File: src/rtl/hilo_pkg.sv
// HI/LO controller shared definitions: op encodings, FSM states, funct codes.
// Latency: n/a (constants and pure functions only).
// Backpressure: n/a.
package hilo_pkg;

  localparam logic [3:0] HILO_OP_NOP   = 4'd0;
  localparam logic [3:0] HILO_OP_MULT  = 4'd1;
  localparam logic [3:0] HILO_OP_MULTU = 4'd2;
  localparam logic [3:0] HILO_OP_DIV   = 4'd3;
  localparam logic [3:0] HILO_OP_DIVU  = 4'd4;
  localparam logic [3:0] HILO_OP_MADD  = 4'd5;
  localparam logic [3:0] HILO_OP_MADDU = 4'd6;
  localparam logic [3:0] HILO_OP_MSUB  = 4'd7;
  localparam logic [3:0] HILO_OP_MSUBU = 4'd8;
  localparam logic [3:0] HILO_OP_MUL   = 4'd9;
  localparam logic [3:0] HILO_OP_MTHI  = 4'd10;
  localparam logic [3:0] HILO_OP_MTLO  = 4'd11;

  typedef enum logic {
    ST_IDLE = 1'b0,
    ST_BUSY = 1'b1
  } hilo_state_t;

  // FUNCT_NOP is kept distinct from every real funct so the unit never
  // mistakes an idle cycle for a start.
  localparam logic [5:0] FUNCT_NOP   = 6'h00;
  localparam logic [5:0] FUNCT_MULT  = 6'h18;
  localparam logic [5:0] FUNCT_MULTU = 6'h19;
  localparam logic [5:0] FUNCT_DIV   = 6'h1A;
  localparam logic [5:0] FUNCT_DIVU  = 6'h1B;
  localparam logic [5:0] FUNCT_MADD  = 6'h1C;
  localparam logic [5:0] FUNCT_MADDU = 6'h1D;
  localparam logic [5:0] FUNCT_MSUB  = 6'h1E;
  localparam logic [5:0] FUNCT_MSUBU = 6'h1F;
  localparam logic [5:0] FUNCT_MUL   = 6'h02;

  // Ops that occupy the multiply/divide unit (MULT through MUL).
  function automatic logic is_arith(input logic [3:0] op);
    return (op >= HILO_OP_MULT) && (op <= HILO_OP_MUL);
  endfunction

  function automatic logic [5:0] op_to_funct(input logic [3:0] op);
    case (op)
      HILO_OP_MULT:  return FUNCT_MULT;
      HILO_OP_MULTU: return FUNCT_MULTU;
      HILO_OP_DIV:   return FUNCT_DIV;
      HILO_OP_DIVU:  return FUNCT_DIVU;
      HILO_OP_MADD:  return FUNCT_MADD;
      HILO_OP_MADDU: return FUNCT_MADDU;
      HILO_OP_MSUB:  return FUNCT_MSUB;
      HILO_OP_MSUBU: return FUNCT_MSUBU;
      HILO_OP_MUL:   return FUNCT_MUL;
      default:       return FUNCT_NOP;
    endcase
  endfunction

endpackage

File: src/rtl/hilo_regfile.sv
// HI/LO architectural registers with per-register write enables.
// Latency: write visible next cycle; same cycle when HILO_BYPASS_EN is defined.
// Backpressure: none; writes always accepted.
module hilo_regfile #(
  parameter int DATA_W = 32
) (
  input  logic              clk,
  input  logic              rst,
  input  logic              hi_we,
  input  logic [DATA_W-1:0] hi_wdata,
  input  logic              lo_we,
  input  logic [DATA_W-1:0] lo_wdata,
  output logic [DATA_W-1:0] hi_q,
  output logic [DATA_W-1:0] lo_q,
  output logic [DATA_W-1:0] hi,
  output logic [DATA_W-1:0] lo
);

  // Register update; synchronous active-low reset clears both halves.
  always_ff @(posedge clk) begin
    if (!rst) begin
      hi_q <= '0;
      lo_q <= '0;
    end else begin
      if (hi_we) hi_q <= hi_wdata;
      if (lo_we) lo_q <= lo_wdata;
    end
  end

`ifdef HILO_BYPASS_EN
  // Forward the value being written so a dependent MFHI/MFLO needs no bubble.
  always_comb begin
    hi = hi_we ? hi_wdata : hi_q;
    lo = lo_we ? lo_wdata : lo_q;
  end
`else
  // Plain register view; decode inserts the bubble for dependent reads.
  always_comb begin
    hi = hi_q;
    lo = lo_q;
  end
`endif

endmodule

File: src/rtl/hilo_ctrl.sv
// HI/LO register file + issue/stall controller for the mul/div unit (optional HILO_BYPASS_EN).
// Latency: issue-to-commit = unit latency + 1; HI/LO visible the cycle after commit.
// Backpressure: stall_req held while an op is in flight, released in the md_done cycle.
module hilo_ctrl
  import hilo_pkg::*;
#(
  parameter int DATA_W  = 32,
  parameter int FUNCT_W = 6
) (
  input  logic                clk,
  input  logic                rst,
  input  logic                flush,
  input  logic                issue_valid,
  input  logic [3:0]          issue_op,
  input  logic [DATA_W-1:0]   issue_a,
  input  logic [DATA_W-1:0]   issue_b,
  output logic [FUNCT_W-1:0]  md_funct,
  output logic [DATA_W-1:0]   md_op1,
  output logic [DATA_W-1:0]   md_op2,
  output logic [DATA_W-1:0]   md_hi,
  output logic [DATA_W-1:0]   md_lo,
  output logic                md_flush,
  input  logic                md_done,
  input  logic [2*DATA_W-1:0] md_result,
  output logic                stall_req,
  output logic [DATA_W-1:0]   hi,
  output logic [DATA_W-1:0]   lo,
  output logic [DATA_W-1:0]   gpr_wdata,
  output logic                gpr_wvalid
);

  hilo_state_t       state;
  logic [3:0]        op_q;
  logic [DATA_W-1:0] a_q;
  logic [DATA_W-1:0] b_q;

  logic accept;
  logic start;
  logic commit;
  logic commit_hilo;
  logic mthi_we;
  logic mtlo_we;
  logic hi_we;
  logic lo_we;
  logic [DATA_W-1:0] hi_wdata;
  logic [DATA_W-1:0] lo_wdata;

  // Issue/commit qualification; flush suppresses both acceptance and commit.
  always_comb begin
    accept      = (state == ST_IDLE) && issue_valid && !flush;
    start       = accept && is_arith(issue_op);
    mthi_we     = accept && (issue_op == HILO_OP_MTHI);
    mtlo_we     = accept && (issue_op == HILO_OP_MTLO);
    commit      = (state == ST_BUSY) && md_done && !flush;
    commit_hilo = commit && (op_q != HILO_OP_MUL);
    hi_we       = mthi_we || commit_hilo;
    lo_we       = mtlo_we || commit_hilo;
    hi_wdata    = commit_hilo ? md_result[2*DATA_W-1:DATA_W] : issue_a;
    lo_wdata    = commit_hilo ? md_result[DATA_W-1:0]        : issue_a;
  end

  // Unit drive: latched op while busy, live issue on the start cycle, else NOP.
  always_comb begin
    md_funct  = FUNCT_W'(FUNCT_NOP);
    md_op1    = a_q;
    md_op2    = b_q;
    stall_req = 1'b0;
    if (state == ST_BUSY) begin
      md_funct  = FUNCT_W'(op_to_funct(op_q));
      stall_req = !md_done && !flush;
    end else if (start) begin
      md_funct  = FUNCT_W'(op_to_funct(issue_op));
      md_op1    = issue_a;
      md_op2    = issue_b;
      stall_req = 1'b1;
    end
    md_flush = flush;
  end

  // Issue/commit FSM with the registered GPR write strobe for MUL.
  always_ff @(posedge clk) begin
    if (!rst) begin
      state      <= ST_IDLE;
      op_q       <= HILO_OP_NOP;
      a_q        <= '0;
      b_q        <= '0;
      gpr_wvalid <= 1'b0;
      gpr_wdata  <= '0;
    end else begin
      gpr_wvalid <= 1'b0;
      case (state)
        ST_IDLE: begin
          if (start) begin
            op_q  <= issue_op;
            a_q   <= issue_a;
            b_q   <= issue_b;
            state <= ST_BUSY;
          end
        end
        ST_BUSY: begin
          if (flush) begin
            state <= ST_IDLE;
          end else if (md_done) begin
            state <= ST_IDLE;
            if (op_q == HILO_OP_MUL) begin
              gpr_wvalid <= 1'b1;
              gpr_wdata  <= md_result[DATA_W-1:0];
            end
          end
        end
        default: state <= ST_IDLE;
      endcase
    end
  end

  hilo_regfile #(.DATA_W(DATA_W)) u_regfile (
    .clk      (clk),
    .rst      (rst),
    .hi_we    (hi_we),
    .hi_wdata (hi_wdata),
    .lo_we    (lo_we),
    .lo_wdata (lo_wdata),
    .hi_q     (md_hi),
    .lo_q     (md_lo),
    .hi       (hi),
    .lo       (lo)
  );

endmodule

File: config.mk
export PLATFORM = sky130hd
export DESIGN_NAME = hilo_ctrl
export DESIGN_NICKNAME = d
export VERILOG_FILES = /design/src/rtl/hilo_pkg.sv /design/src/rtl/hilo_regfile.sv /design/src/rtl/hilo_ctrl.sv
export SDC_FILE = /design/constraint.sdc
export NUM_CORES = 1
export LEC_CHECK = 0
export CORE_ASPECT_RATIO = 0.75
export CORE_MARGIN = 3
export CORE_UTILIZATION = 38
export CTS_CLUSTER_SIZE = 28
export DETAILED_ROUTE_END_ITERATION = 10
export PLACE_DENSITY = 0.77
export SKIP_CTS_REPAIR_TIMING = 1
export SKIP_LAST_GASP = 1
export SLEW_MARGIN = 30
export SYNTH_ARGS = -nofsm -noshare
export SYNTH_HDL_FRONTEND = slang
export SYNTH_HIERARCHICAL = 1
export SYNTH_SLANG_ARGS = --single-unit
File: constraint.sdc
create_clock -name clk -period 2.6 [get_ports clk]
set_input_delay 0.39 -clock clk [delete_from_list [all_inputs] [get_ports clk]]
set_output_delay 0.39 -clock clk [all_outputs]
set_load 0.02 [all_outputs]
# [After elaboration in Yosys (flattened, before gate mapping)]
# Memories as Yosys holds them, arrays and structs flattened. A register that Yosys moved wholly into a read port is not among the register bits.
# Cells that the tools add are included.
[op_classes] reduce_logical=17 mux=16 n_lt_le_gt_ge=2 n_bitwise=4 eq_ne=4
[op_table] op="32-bit two-way mux" n=6
[op_table] op="4-bit == test, second input constant" n=3
[op_table] op="6-bit two-way mux" n=2
[op_table] op="1-bit logical AND" n=10
[op_table] op="4-bit two-way mux" n=2
[op_table] op="1-bit two-way mux" n=5
[op_table] op="4-bit by 1-bit greater-or-equal comparator with 1-bit output, second input constant" n=1
[op_table] op="4-bit <= comparator, second input constant" n=1
[op_table] op="4-bit != test, second input constant" n=1
[op_table] op="1-bit NOT" n=4
[op_table] op="4-bit AND reduction" n=1
[op_table] op="4-bit OR reduction" n=1
[op_table] op="1-bit logical NOT" n=2
[op_table] op="1-bit logical OR" n=2
[op_table] op="1-bit one-hot mux with 2 select lines" n=1
[op_table] op="2-bit AND reduction" n=1
[word_totals] mem_count=2 rom_bits=160 regBits=166 input_bits=137 output_inout_bits=233
[mem_list] name="(no name shown)" depth=16 width=5 read_ports=1 rd_ports_with_merged_regs=1 write_ports=0 line="hilo_pkg.sv:43" text="case (op)"
[mem_list] name="(no name shown)" depth=16 width=5 read_ports=1 rd_ports_with_merged_regs=0 write_ports=0 line="hilo_pkg.sv:43"

# [Depth between registers and ports, before layout]
# Gate-level depths: netlist of the first run.
[logic_depth] depth_word=7 mapped_depth=12 ltp_nobuf=11

# [Cells and area by module]
# The synthesis of the first run kept the hierarchy.
[modules_own_cells] module="hilo_ctrl" cells_each=612 seq_area_each_um2=2122.0 n_inst=1 area_per_inst_um2=5127.4
[modules_own_cells] module="hilo_regfile" cells_each=271 seq_area_each_um2=1281.2 n_inst=1 area_per_inst_um2=2972.9

# [Least setup slack after synthesis of the first run]
# OpenSTA, ideal clock, no wires.
[synth_path] path_type="input port to flip-flop" start="in issue_op[0]" end="reg (tool-made name)" t_required_ps=2541 t_arrival_ps=2398 setup_time_ps=59 setup_slack_ps=143 stages=11 cell_sequence="inv_1 -> ha_1 -> nor4b_2 -> a211oi_4 -> buf_6 -> mux2i_1 -> nor2_1 -> inv_1 -> ha_1 -> or3_1 -> nand2_1"
[synth_lines] element="start: declaration" line="hilo_ctrl.sv:14" text="input logic [3:0] issue_op,"

# [Worst setup path after layout of the first run]
[layout_path] start="in issue_op[2]" end="out md_op1[29]"
[layout_via] elab_chain_cells=5
[layout_rtl] element="4-bit by 1-bit greater-or-equal comparator with 1-bit output / 4-bit <= comparator (equally long branches)" line="hilo_pkg.sv:39" text="return (op >= HILO_OP_MULT) && (op <= HILO_OP_MUL);"
[layout_rtl] element="1-bit logical AND *" line="hilo_pkg.sv:39"
[layout_rtl] element="1-bit logical AND *" line="hilo_ctrl.sv:51" text="start = accept && is_arith(issue_op);"
[layout_rtl] element="32-bit two-way mux *"
[layout_rtl] element="32-bit two-way mux *" line="hilo_ctrl.sv:68" text="if (state == ST_BUSY) begin"
[layout_rtl] element="end: declaration" line="hilo_ctrl.sv:18" text="output logic [DATA_W-1:0] md_op1,"
# Every way passes the cells marked *; elsewhere a longest branch is shown, timed or not.

==> out/results.ini, run 1 <==
[drt]
drtIter0Drc = 405
vias_per_cell = 4.74
wl_per_cell_um = 18.3
dr_total_vias = 7121
drc = 0
drtAntennaViolNets = 0
wl_um = 27500
firstDrtPassIters = 6

[floorplan]
rows = 45
start_util = 0.393
dieArea_um2 = 23100
dieWidth_um = 175
die_y_um = 132
pin_count = 370
core-area_um2 = 20600

[sta]
timing.final.crit_share = 1.09
fin_ws_ns = -0.235
rsz0062_at_grt = yes
fmax_mhz = 353
fin_skew_ns = 0.0196
finalSetupViolCount = 65
maxSlewHeadroom = 0.475
hold_viol_final = 0
drv_slew = 0
holdWs_ns = 0.335
worstMarginPinSlew_ns = 0.788
post-route-min-period_ns = 2.84

[clock_network]
tritoncts = done
htree_levels = 4
cts_buffer_depth = 2
clk_latency_ns = 0.43
cts.clk_slew.worst_paths_ns = 0.06
cts_made_buffers = 17
cts-root-buf = clkbuf_16
cts_sinks = 170

[power_and_ir_drop]
pwr-share-seq = 0.422
vdd_ir_drop_max_v = 0.000243
power_density_nw_per_um2 = 500
net-switching-power_w = 0.00165
swShare = 0.258
clockPowerShare = 0.402
leakagePower_nw = 5.16
p_int_w = 0.00474
power_frac_comb = 0.176

[global_routing]
grt_overflow_total = 0
grt_pass1_vias = 7011
grt_max_degree = 79
grt_use_total = 0.215
antenna_found_initial = 1
grt_pass1_wl_um = 39200

[setup_path]
critical-path-max-stage-delay_ns = 0.49
cp-start-kind = primary input
cp-end-kind = output pin
cp.required_ns = 2.21
crit_fanout = 4
reg2reg_slack_ns = 0.15
crit_type = primary input to output pin
cp.arrival_ns = 2.45
path_cells = clkdlybuf4s50_1 > o21bai_1 > a211oi_4 > buf_6 > clkbuf_16 > buf_4 > mux2_2 > clkbuf_2
r2r_start = state
r2r.worst_path.cells = 10
crit_buf_inv = 5
crit_family = buffers and inverters
cp_slowest_cell = clkdlybuf4s50_1
path_depth = 8

[synth]
synthesis.area_um2 = 8100
synth_cell_type_count = 46
synth_enable_flop_cells = 0
syn_nets = 1028
ys.warnings.count = 6
syn_area_per_cell_um2 = 9.17
netlist.area_leader.share = 0.420
synth-seq-area-share = 0.420
synth-seq-cells = 170
synth_ff_type = dfxtp_1
synth-async-reset-ratio = 0
yosysTopAreaCell = dfxtp_1
syn_inst = 883
ys_top_cells_by_area = dfxtp_1 (42%), nand2_1 (11%), mux2i_1 (8.3%)

[cells_and_area]
area_delta_synth_final_pct = 57.7
diodes = 0
final_common_cell = clkdlybuf4s50_1
fin_nets = 1353
layout_common_cells = clkdlybuf4s50_1 (293), nand2_1 (233), dfxtp_1 (169), mux2i_1 (67)
stdcell_area_um2 = 12800
final-instance-count-excl-fill = 1502
drive_above_1_share = 0.192

[worst_hold_path]
hp-class = primary input to flop
hold_end = op_q[1]
hold_depth = 3
min-delay-start = rst

[outcome]
violations = setup timing
outcome = finished with violations

[placement]
gp_routability_congestion = 0.837
io_buffers = 368
dp_slack_ns = -0.778
placed_cell_area_um2 = 11700
dp_hpwl_um = 19700
dp.cells = 1457

[run]
cap_violations = 0

per-stage QoR:
| step | utilization | power [W] | setup TNS, ns |
|---|---|---|---|
| 2_1_floorplan | - | 0.00325 | 0 |
| 3_3_place_gp | 0.570 | 0.00376 | -48.04 |
| 3_5_place_dp | 0.570 | 0.00377 | -54.62 |
| 4_1_cts | 0.598 | 0.00633 | -49.22 |
| 5_1_grt | 0.620 | 0.00661 | -10.87 |
| 6_report | 0.620 | 0.00639 | -8.52 |
metal layers:
metal / up-vias / track usage / routed length [um]
met4: 2 / 0.0576 / 471
met5: - / 0 / 13
met2: 289 / 0.370 / 13200
met1: 3366 / 0.263 / 11600
li1: 3430 / - / -
met3: 34 / 0.0640 / 2110
cell type report:
type,instances,area [um2]
clock inverters,13,155
fillers,1732,7840
well taps,282,353
inverters,10,37.5
repair buffers,425,4440
clock buffers,18,429
multi-input cells,584,3950
flip-flops and latches,170,3400
cells by family (layout without fill, tap and decap cells):
| family | after synthesis | after routing | share of synthesized area |
|---|---|---|---|
| multiplexers | 131 | 131 | 0.186 |
| AO/OA/AOI/OAI | 50 | 50 | 0.0386 |
| AND/OR/NAND/NOR | 392 | 392 | 0.228 |
| other | 1 | 1 | 0.000463 |
| buffers and inverters | 129 | 466 | 0.113 |
| XOR/XNOR | 2 | 2 | 0.00216 |
| flip-flops | 170 | 170 | 0.420 |
| adder cells (fa/ha/maj) | 8 | 8 | 0.0124 |
worst max path at each step:
stage                      startpoint          to
after global routing            state  md_op1[29]
after CTS                 issue_op[0]  md_op1[21]
final                     issue_op[2]  md_op1[29]
after floorplan           issue_op[0]        flop
after global placement    issue_op[0]  md_op1[21]
after detailed placement  issue_op[0]  md_op1[21]
sequential cells by signal, indices dropped and copies added, names as in the netlist, named ones only:
register      count
a_q              32
b_q              32
gpr_wdata        32
u_regfile/hi     32
u_regfile/lo     32
op_q              4
gpr_wvalid        1
state             1
power by group through the flow:
| stage | logic, W | registers (W) | clock network [W] |
|---|---|---|---|
| floorplan | 0.000489 | 0.00277 | 0 |
| global placement | 0.00101 | 0.00275 | 0 |
| detailed placement | 0.00102 | 0.00276 | 0 |
| CTS | 0.00102 | 0.00270 | 0.00261 |
| global route | 0.00118 | 0.00270 | 0.00272 |
| finish | 0.00112 | 0.00270 | 0.00257 |
synthesized netlist by cell type (all sizes together) (2+ instances only):
master and n:
nor2 12, buf 86, nand3 3, mux2 64
o21ai 4, nand2 235, or2 2, mux2i 67
nand2b 2, and2 65, a211oi 2, a22o 2
ha 8, a21oi 32, clkbuf 33, inv 9
nor2b 65, dfxtp 170, nor3 2
tightest hold or removal path: cells and delay by family:
| family | cells | cell delay (ns) |
|---|---|---|
| compound gates | 1 | 0.09 |
| buf+inv | 1 | 0.12 |
| simple gates | 1 | 0.11 |
Power figures use the tool's default switching activity.
==> inputs of run 2 (changes only) <==
--- a/config.mk
+++ b/config.mk
@@ -5,11 +5,11 @@
 export SDC_FILE = /design/constraint.sdc
 export NUM_CORES = 1
 export LEC_CHECK = 0
-export CORE_ASPECT_RATIO = 0.75
 export CORE_MARGIN = 3
 export CORE_UTILIZATION = 38
-export CTS_CLUSTER_SIZE = 28
+export CTS_CLUSTER_SIZE = 24
 export DETAILED_ROUTE_END_ITERATION = 10
+export GPL_TIMING_DRIVEN = 1
 export PLACE_DENSITY = 0.77
 export SKIP_CTS_REPAIR_TIMING = 1
 export SKIP_LAST_GASP = 1
==> out/results.ini, run 2 (synthesis results as in run 1) <==
[outcome]
outcome = finished with violations
violations = setup timing

[sta]
fin_ws_ns = -0.119
maxSlewHeadroom = 0.398
post-route-min-period_ns = 2.72
final.setup.tns_ns = -3.03
timing.final.crit_share = 1.05
rsz0062_at_grt = yes
worstMarginPinSlew_ns = 0.903
hold_viol_final = 0
fin_skew_ns = 0.00747
drv_slew = 0
finalSetupViolCount = 63
fmax_mhz = 368

[clock_network]
cts_buffer_depth = 2
clk_latency_ns = 0.42
cts_sinks = 170
cts_made_buffers = 17
cts-root-buf = clkbuf_16
htree_levels = 4
tritoncts = done
cts.clk_slew.worst_paths_ns = 0.07

[floorplan]
die_y_um = 152
rows = 52
pin_count = 370
start_util = 0.394
dieArea_um2 = 23100
dieWidth_um = 152
core-area_um2 = 20600

[run]
cap_violations = 0

[global_routing]
grt_use_total = 0.218
antenna_found_initial = 1
grt_overflow_total = 0
grt_pass1_vias = 7223
grt_max_degree = 100
grt_pass1_wl_um = 40100

[placement]
dp_hpwl_um = 19400
placed_cell_area_um2 = 11800
gp_routability_congestion = 0.820
io_buffers = 368

[cells_and_area]
stdcell_area_um2 = 12600
fillers = 1769
drive_above_1_share = 0.204
fin_nets = 1360
area_delta_synth_final_pct = 55.9
layout_common_cells = clkdlybuf4s50_1 (291), nand2_1 (233), dfxtp_1 (169), mux2i_1 (66)
final_common_cell = clkdlybuf4s50_1

[setup_path]
cp.required_ns = 2.21
crit_buf_inv = 5
cp-start-kind = flop
critical_path.most_common_cell = buf_6
cp.arrival_ns = 2.33
crit_family = buffers and inverters
path_cells = or3b_4 > a211oi_4 > buf_6 > clkbuf_16 > buf_12 > buf_8 > mux2_4 > buf_6
cp_slowest_cell = or3b_4
cp-end-kind = output pin
critical-path-max-stage-delay_ns = 0.39
crit_fanout = 7
crit_type = flop to output pin

[drt]
drtAntennaViolNets = 0
firstDrtPassIters = 4
wl_um = 26800
drc = 0
wl_per_cell_um = 17.9
vias_per_cell = 4.75
drtIter0Drc = 275
dr_total_vias = 7115

[power_and_ir_drop]
vdd_ir_drop_max_v = 0.000394
leakagePower_nw = 5.13
power_density_nw_per_um2 = 495

[worst_hold_path]
hp-class = primary input to flop

## run 2: cell count changes in the layout (fill, tap and decap cells not counted), moves of 4 or more
cell / change
clkbuf_2: +7
buf_12: -5
mux2_2: +4
inv_8: +5
mux2_4: -5
buf_4: +15
buf_6: -10
## run 2: layout make-up
type	count	area [um2]	area share
Timing Repair Buffer	432	4340	0.343
Multi-Input combinational cell	584	3960	0.313
Sequential cell	170	3400	0.270
Clock buffer	18	429	0.0340
Tap cell	270	338	0.0267
Clock inverter	14	129	0.0102
Inverter	10	37.5	0.00297
Antenna cell	1	2.50	0.000198
## run 2: worst reg2reg max path: stages (launching register included)
cell and delay [ns]:
dfxtp_2 0.32, or3b_4 0.39, a211oi_4 0.20, buf_6 0.16, buf_12 0.14, buf_4 0.12
buf_8 0.09, buf_6 0.12, mux2i_4 0.24, nor2_2 0.07, buf_4 0.13, ha_1 0.18
mux2i_1 0.13, o22ai_1 0.10
## run 2: path summary, 6_finish.rpt
path	startpoint	end	slack, ns	cells after the start
hold / removal	rst	gpr_wdata[30]	0.37	3
hold reg to reg	gpr_wdata[20]	gpr_wdata[20]	0.45	2
setup / recovery	state	md_op2[6]	-0.12	8
setup reg to reg	state	flop	0.08	13
## run 2: metal layers
layer / wire, um / track usage / share of wire / up-vias
met5: 0 / 0 / 0 / -
met4: 429 / 0.0638 / 0.016 / 0
met3: 1740 / 0.0583 / 0.065 / 27
met2: 14000 / 0.401 / 0.52 / 278
met1: 10600 / 0.246 / 0.40 / 3376
li1: - / - / - / 3434
## run 2: per-stage QoR
step,std cells,utilization,hold slack (ns),setup WS (ns),power [W]
floorplan,883,-,0.479,0.143,0.00325
global placement,1455,0.573,0.442,-0.665,0.00377
detailed placement,1455,0.573,0.447,-0.751,0.00378
CTS,1487,0.600,0.358,-0.753,0.00625
global route,1499,0.614,0.375,-0.191,0.00647
finish,1499,0.614,0.371,-0.119,0.00625
## run 2: power by group
part	internal [W]	switching, W
clock	0.00127	0.00120
combinational	0.000609	0.000477
sequential	0.00267	0.0000315
total	0.00455	0.00170
==> inputs of run 3 (changes only) <==
--- a/config.mk
+++ b/config.mk
@@ -6,11 +6,10 @@
 export NUM_CORES = 1
 export LEC_CHECK = 0
 export CORE_MARGIN = 3
-export CORE_UTILIZATION = 38
+export CORE_UTILIZATION = 35
 export CTS_CLUSTER_SIZE = 24
 export DETAILED_ROUTE_END_ITERATION = 10
-export GPL_TIMING_DRIVEN = 1
-export PLACE_DENSITY = 0.77
+export PLACE_DENSITY = 0.72
 export SKIP_CTS_REPAIR_TIMING = 1
 export SKIP_LAST_GASP = 1
 export SLEW_MARGIN = 30
@@ -18,3 +17,4 @@
 export SYNTH_HDL_FRONTEND = slang
 export SYNTH_HIERARCHICAL = 1
 export SYNTH_SLANG_ARGS = --single-unit
+export TNS_END_PERCENT = 5
==> out/results.ini, run 3 (synthesis results as in run 1) <==
[floorplan]
start_util = 0.357
dieWidth_um = 158
rows = 55
core-area_um2 = 22700
die_y_um = 158
pin_count = 370
dieArea_um2 = 25000

[cells_and_area]
layout_common_cells = clkdlybuf4s50_1 (295), nand2_1 (233), dfxtp_1 (170), mux2i_1 (67)
fin_nets = 1344
stdcell_area_um2 = 12500
final_common_cell = clkdlybuf4s50_1
drive_above_1_share = 0.144
fillers = 2070
area_delta_synth_final_pct = 54.0

[setup_path]
reg2reg_slack_ns = 0.09
critPathLaunch = state
r2r_start = state
crit_type = flop to output pin
crit_fanout = 12
cp-start-kind = flop
cp.required_ns = 2.21
cp_slowest_cell = or3b_4
r2r.worst_path.cells = 11
critical-path-max-stage-delay_ns = 0.39
cp-end-kind = output pin
cp.arrival_ns = 2.36
path_cells = or3b_4 > a211oi_4 > buf_6 > clkbuf_16 > mux2_2 > dlymetal6s2s_1

[worst_hold_path]
hp-class = primary input to flop
min-delay-start = rst
hold_depth = 2
hold_end = u_regfile/lo[31]

[sta]
holdWs_ns = 0.256
rsz0062_at_grt = yes
maxSlewHeadroom = 0.444
worstMarginPinSlew_ns = 0.834
post-route-min-period_ns = 2.75
drv_slew = 0
finalSetupViolCount = 69
timing.final.crit_share = 1.06
hold_viol_final = 0
fin_skew_ns = 0.0168
fmax_mhz = 364
fin_ws_ns = -0.147
final.setup.tns_ns = -6.14

[global_routing]
grt_pass1_wl_um = 38200
grt_use_total = 0.197
grt_max_degree = 80
antenna_found_initial = 0
grt_overflow_total = 0
grt_pass1_vias = 6644

[power_and_ir_drop]
leakagePower_nw = 5.63
vdd_ir_drop_max_v = 0.000380
power_density_nw_per_um2 = 496

[clock_network]
tritoncts = done
htree_levels = 4
cts_buffer_depth = 2
cts-root-buf = clkbuf_16
cts.clk_slew.worst_paths_ns = 0.07
cts_made_buffers = 17
cts_sinks = 170
clk_latency_ns = 0.43

[placement]
io_buffers = 368
dp_hpwl_um = 19300
gp_routability_congestion = 0.811
placed_cell_area_um2 = 11700

[outcome]
outcome = finished with violations
violations = setup timing

[drt]
drtAntennaViolNets = 0
dr_total_vias = 6939
drc = 0
wl_per_cell_um = 17.8
drtIter0Drc = 345
firstDrtPassIters = 4
vias_per_cell = 4.63
wl_um = 26700

[run]
cap_violations = 0

run 3: cell count changes in the layout (fill, tap and decap cells not counted), moves of 3 or more:
cell,change
buf_8,-3
mux2_2,+17
buf_6,-45
buf_4,-14
buf_2,-5
mux2_4,-20
dlymetal6s2s_1,+46
clkbuf_2,+3
mux2_1,+3
clkdlybuf4s50_1,+4
run 3: worst max-delay path: cells and delay by family, from the launching register on:
family	cells	cell delay, ns
muxes	1	0.34
DFF	1	0.31
AOI/OAI and AO/OA	1	0.25
and+or+nand+nor	1	0.39
buffers and inverters	3	0.63
run 3: worst max path at each step:
stage | to | cells after the start
2_1_floorplan | flop | 11
3_3_place_gp | md_op1[28] | 8
3_5_place_dp | md_op1[28] | 8
4_1_cts | md_op1[28] | 8
5_1_grt | md_op1[4] | 6
6_report | md_op1[4] | 6
run 3: where the power goes:
part           leakage [nW]  internal (W)  switching [W]
Sequential             1.38       0.00267      0.0000293
Combinational          3.98      0.000555       0.000458
Clock                 0.275       0.00130        0.00119
run 3: cell type report:
cell class,instances,area (um2),share of cell area
timing repair buffer,416,4240,0.340
multi-input combinational,584,3860,0.310
sequential,170,3400,0.273
clock buffer,19,443,0.0355
tap,285,357,0.0286
clock inverter,13,126,0.0101
inverter,10,37.5,0.00301
antenna,1,2.50,0.000201
run 3: through the flow:
step | std cells | setup slack [ns] | total power [W] | util
6_report | 1498 | -0.147 | 0.00619 | 0.549
4_1_cts | 1491 | -0.796 | 0.00626 | 0.540
2_1_floorplan | 883 | 0.143 | 0.00325 | -
5_1_grt | 1497 | -0.237 | 0.00644 | 0.549
3_3_place_gp | 1459 | -0.752 | 0.00376 | 0.515
3_5_place_dp | 1459 | -0.788 | 0.00377 | 0.515
run 3: per-layer routing:
metal | vias up | share of wire | GRT usage
li1 | 3409 | - | -
met1 | 3254 | 0.43 | 0.254
met2 | 258 | 0.49 | 0.334
met3 | 18 | 0.070 | 0.0484
met4 | 0 | 0.012 | 0.0471
met5 | - | 0 | 0
